**src/rtl/sram_apb_ctrl.sv**
```systemverilog
// APB slave bridging single-word transfers onto an asynchronous-ready SRAM port.
// One transfer at a time; strobes and APB responses are all registered.
module sram_apb_ctrl #(
    parameter int APB_ADDR_WIDTH = 12,
    parameter int SRAM_DEPTH     = 160,
    parameter int TIMEOUT        = 16
) (
    input  logic                      clk,
    input  logic                      rst,
    input  logic                      PSEL,
    input  logic                      PENABLE,
    input  logic                      PWRITE,
    input  logic [APB_ADDR_WIDTH-1:0] PADDR,
    input  logic [31:0]               PWDATA,
    output logic [31:0]               PRDATA,
    output logic                      PREADY,
    output logic                      PSLVERR,
    output logic                      we_n,
    output logic                      read_n,
    output logic [APB_ADDR_WIDTH-1:0] w_addr,
    output logic [APB_ADDR_WIDTH-1:0] r_addr,
    output logic [31:0]               write_data,
    input  logic                      ry,
    input  logic [31:0]               data_out
);

    // state | meaning
    // IDLE  | waiting for an APB access phase
    // WR    | write strobe low for one cycle
    // RD    | read strobe low for one cycle
    // WAIT  | waiting for ry, bounded by TIMEOUT cycles
    // DONE  | PREADY with PSLVERR=0 for one cycle
    // ERR   | PREADY with PSLVERR=1, PRDATA cleared
    typedef enum logic [2:0] {
        IDLE = 3'd0,
        WR   = 3'd1,
        RD   = 3'd2,
        WAIT = 3'd3,
        DONE = 3'd4,
        ERR  = 3'd5
    } state_t;

    localparam int CNT_W = $clog2(TIMEOUT + 1);
    localparam logic [CNT_W-1:0]        CNT_LAST = CNT_W'(TIMEOUT - 1);
    localparam logic [APB_ADDR_WIDTH:0] DEPTH_L  = (APB_ADDR_WIDTH + 1)'(SRAM_DEPTH);

    state_t                    state;
    logic [CNT_W-1:0]          wait_cnt;
    logic                      is_read;
    logic [APB_ADDR_WIDTH-1:0] index;
    logic                      in_range;
    logic                      access;

    assign index    = PADDR >> 2;
    assign in_range = ({1'b0, index} < DEPTH_L);
    assign access   = PSEL && PENABLE;

    always_ff @(posedge clk or posedge rst) begin
        if (rst) begin
            state      <= IDLE;
            wait_cnt   <= '0;
            is_read    <= 1'b0;
            we_n       <= 1'b1;
            read_n     <= 1'b1;
            w_addr     <= '0;
            r_addr     <= '0;
            write_data <= '0;
            PRDATA     <= '0;
            PREADY     <= 1'b0;
            PSLVERR    <= 1'b0;
        end else begin
            case (state)
                IDLE: begin
                    if (access) begin
                        if (!in_range) begin
                            state   <= ERR;
                            PREADY  <= 1'b1;
                            PSLVERR <= 1'b1;
                            PRDATA  <= '0;
                        end else if (PWRITE) begin
                            state      <= WR;
                            we_n       <= 1'b0;
                            w_addr     <= index;
                            write_data <= PWDATA;
                            is_read    <= 1'b0;
                        end else begin
                            state   <= RD;
                            read_n  <= 1'b0;
                            r_addr  <= index;
                            is_read <= 1'b1;
                        end
                    end
                end
                WR, RD: begin
                    we_n     <= 1'b1;
                    read_n   <= 1'b1;
                    wait_cnt <= '0;
                    state    <= WAIT;
                end
                WAIT: begin
                    if (ry) begin
                        state   <= DONE;
                        PREADY  <= 1'b1;
                        PSLVERR <= 1'b0;
                        // SRAM data is valid while ry is seen, so capture on this edge
                        if (is_read) begin
                            PRDATA <= data_out;
                        end
                    end else if (wait_cnt == CNT_LAST) begin
                        state   <= ERR;
                        PREADY  <= 1'b1;
                        PSLVERR <= 1'b1;
                        PRDATA  <= '0;
                    end else begin
                        wait_cnt <= wait_cnt + 1'b1;
                    end
                end
                DONE, ERR: begin
                    PREADY  <= 1'b0;
                    PSLVERR <= 1'b0;
                    state   <= IDLE;
                end
                default: begin
                    state  <= IDLE;
                    we_n   <= 1'b1;
                    read_n <= 1'b1;
                    PREADY <= 1'b0;
                end
            endcase
        end
    end

endmodule

```
**config.mk**
```make
export PLATFORM = sky130hd
export DESIGN_NAME = sram_apb_ctrl
export DESIGN_NICKNAME = d
export VERILOG_FILES = /design/src/rtl/sram_apb_ctrl.sv
export SDC_FILE = /design/constraint.sdc
export NUM_CORES = 1
export LEC_CHECK = 0
export BUFFER_PORTS_ARGS = -buffer_cell sky130_fd_sc_hd__buf_2
export CAP_MARGIN = 20
export CORE_ASPECT_RATIO = 0.9
export CORE_MARGIN = 5
export CORE_UTILIZATION = 41
export CTS_CLUSTER_DIAMETER = 40
export CTS_CLUSTER_SIZE = 20
export DETAILED_ROUTE_END_ITERATION = 16
export GPL_ROUTABILITY_DRIVEN = 0
export PLACE_DENSITY = 0.74
export SETUP_SLACK_MARGIN = 0.02
export SYNTH_ARGS = -nofsm -noshare
export SYNTH_HDL_FRONTEND = slang
export SYNTH_SLANG_ARGS = --single-unit
```
**constraint.sdc**
```tcl
create_clock -name clk -period 3.2 [get_ports clk]
set_input_delay 0.64 -clock clk [delete_from_list [all_inputs] [get_ports clk]]
set_output_delay 0.64 -clock clk [all_outputs]
set_load 0.01 [all_outputs]
```
==> flow_metrics.env <==
export IMPL_gate_family_responsible_for_the_most_delay_along_the_worst_path="simple AND/OR/NAND/NOR gates"
export IMPL_seq_area_frac_synth_pct=62.9
export IMPL_routedWlPerCell_um=15.6
export IMPL_synth_cell_type_count=38
export IMPL_final_period_minus_worst_setup_slack_ns=2.30
export IMPL_cp_cell_sequence="inv_1 > and3_1 > nand4_4 > mux2_1"
export IMPL_ir_worst_vdd_uv=355
export IMPL_wire_length_of_the_first_global_routing_pass_um=14000
export IMPL_cts_setup_buffers=0
export IMPL_timing_final_hold_violations=0
export IMPL_ctsHtreeMaxLevel=3
export IMPL_yosysTopAreaCellShare_pct=61.6
export IMPL_grt_start_max_net_pins=63
export IMPL_crit_path_end_kind="flip-flop"
export IMPL_crit_buf_inv=1
export IMPL_area_sequential_um2=2430
export IMPL_postRouteAntennaNets=0
export IMPL_critPathLaunchType="flip-flop"
export IMPL_number_of_optimization_iterations_in_the_first_detailed_route_pass=4
export IMPL_port_buffers=167
export IMPL_die_area_um2=11500
export IMPL_max_freq_mhz=434
export IMPL_fillerInstances=816
export IMPL_max_slew_worst_pin_slew_ns=0.829
export IMPL_max_stage_delay_ns=0.65
export IMPL_nNetsFinal=523
export IMPL_worstPathArrival_ns=2.53
export IMPL_ys_async_sr_fraction_pct=100
export IMPL_worst_ep_required_time_ns=3.43
export IMPL_ys_seq_elements=97
export IMPL_antenna_diode_count=0
export IMPL_clock_tree_from_tritoncts="yes"
export IMPL_finalMaxSlewViolations=0
export IMPL_rsz0062_at_grt="no"
export IMPL_synth_most_common_cell="sky130_fd_sc_hd__dfrtp_1"
export IMPL_crit_path_top_delay_cell="sky130_fd_sc_hd__nand4_4"
export IMPL_core_area_um2=9170
export IMPL_gr_usage_met3_pct=4.32
export IMPL_remaining_drc_errors=0
export IMPL_worst_slew_margin_rel_pct=44.6
export IMPL_synth_enable_flop_cells=0
export IMPL_synth_top_cells_by_count="95 x sky130_fd_sc_hd__dfrtp_1, 34 x sky130_fd_sc_hd__mux2_2, 32 x sky130_fd_sc_hd__a22o_1, 14 x sky130_fd_sc_hd__mux2_1"
export IMPL_timing_clock_skew_ns=0.0129
export IMPL_worst_path_max_fanout=43
export IMPL_track_usage_pct=15.1
export IMPL_grtUsageMet1_pct=17.9
export IMPL_multiInputGateArea_um2=1290
export IMPL_setup_tns_ns=0
export IMPL_kind_of_critical_path="reg2reg"
export IMPL_static_leakage_power_nw=2.82
export IMPL_die_x_um=112
export IMPL_yosys_area_top_type="sky130_fd_sc_hd__dfrtp_1"
export IMPL_cap_violations=0
export IMPL_fin_crit_sh_pct=71.9
export IMPL_p_per_area_nw_per_um2=722
export IMPL_clock_latency_ns=0.36
export IMPL_post_drt_via_cell_ratio=4.90
export IMPL_cts_made_buffers=9
export IMPL_boundaryPins=174
export IMPL_layout_area_overhead_vs_synth_pct=29.9
export IMPL_place_detailed_hpwl_um=6470
export IMPL_post_cts_hold_buffer_count=0
export IMPL_busiest_layer="met2"
export IMPL_synth_warnings=0
export IMPL_num_vias=2773
export IMPL_row_count=33
export IMPL_clock_sink_count=97
export IMPL_fraction_of_final_layout_cells_with_drive_strength_greater_than_1_pct=51.8
export IMPL_setup_viol=0
export IMPL_timing_hold_ws_ns=0.425
export IMPL_avg_cell_area_syn_um2=14.1
export IMPL_syn_cell_area_um2=3860
export IMPL_syn_inst=274
export IMPL_worstHoldPathType="in2async"
export IMPL_synth_top_cells_by_area="sky130_fd_sc_hd__dfrtp_1 62%, sky130_fd_sc_hd__mux2_2 9.9%, sky130_fd_sc_hd__a22o_1 7.3%"
export IMPL_finalWirelength_um=8820
export IMPL_first_global_vias=2854
export IMPL_post_cts_resized=0
export IMPL_clock_path_buffers=2
export IMPL_met2_usage_pct=26.7
export IMPL_ys_flop_type="sky130_fd_sc_hd__dfrtp_1"
export IMPL_die_h_um=102
export IMPL_initial_utilization_pct=42.1
export IMPL_globalRouteOverflowTotal=0
export IMPL_status="completed"
export IMPL_detailedRoute_firstIterationViolations=96
export IMPL_grt_antenna_before_repair=0
export IMPL_ctsRootBufferMaster="sky130_fd_sc_hd__clkbuf_8"
export IMPL_clkSlewWorstSetupHoldPaths_ns=0.09
[stage by stage]
stage               cells  utilization [%]  worst slack, ns  instance area, µm²  power [W]
global placement      549             52.0            0.650                4760    0.00270
finish                566             54.7            0.898                5010    0.00362
detailed placement    550             52.1            0.630                4780    0.00275
floorplan             277                -           0.0296                3870    0.00232
CTS                   566             54.7            0.861                5010    0.00367
global route          566             54.7            0.733                5010    0.00384
[per-layer routing]
layer  wire (µm)  up-vias
li1            -     1309
met1        3620     1355
met2        4400       98
met3         666       11
met4         125        0
met5           0        -
[cell families after synthesis]
group / share of synthesized area, %
AOI/OAI and AO/OA: 11.8
muxes: 14.5
adders and majority gates: 0.648
other: 0.0971
buffers and inverters: 3.82
xor gates and xnor gates: 0.227
DFF: 62.9
and+or+nand+nor: 5.96
[worst paths after layout]
check                      startpoint        endpoint  slack, ns  cells after the start
hold / removal                    rst       w_addr[0]       0.42                      2
setup / recovery             state[2]  write_data[27]       0.90                      4
max in group asynchronous         rst   write_data[1]       2.12                      3
hold reg to reg             w_addr[3]       w_addr[3]       0.50                      1
min in group clk            PWDATA[0]   write_data[0]       0.49                      2
setup reg to reg             state[2]  write_data[27]       0.90                      4
[sequential cells by signal, indices dropped and copies added, names as in the netlist, 3 cells and up]
name,flops
wait_cnt,5
PRDATA,32
write_data,32
state,3
r_addr,10
w_addr,10
[cells in the final DEF (no fill, tap or decap), drive strengths merged, types with 5 or more instances in the layout]
cell	count
dfrtp	95
a22o	32
inv	6
nand2	9
buf	170
clkbuf	11
o21ai	12
nor2	12
a21oi	5
mux2	48
nor3	5
and2	7
[power by group]
| group | switching (W) | internal [W] | total (W) |
|---|---|---|---|
| Sequential | 0.000197 | 0.00152 | 0.00172 |
| Clock | 0.000427 | 0.000489 | 0.000915 |
| Combinational | 0.000505 | 0.000482 | 0.000987 |
| Total | 0.00113 | 0.00249 | 0.00362 |
[final cells by class]
type                       instances  share of cell area (%)
inverter                           5                   0.424
clock inverter                     5                    1.72
timing repair buffer             170                    17.5
tap                              122                    3.04
sequential                        97                    48.5
multi-input combinational        156                    25.8
clock buffer                      11                    3.02
(Power assumes the default switching activity.)
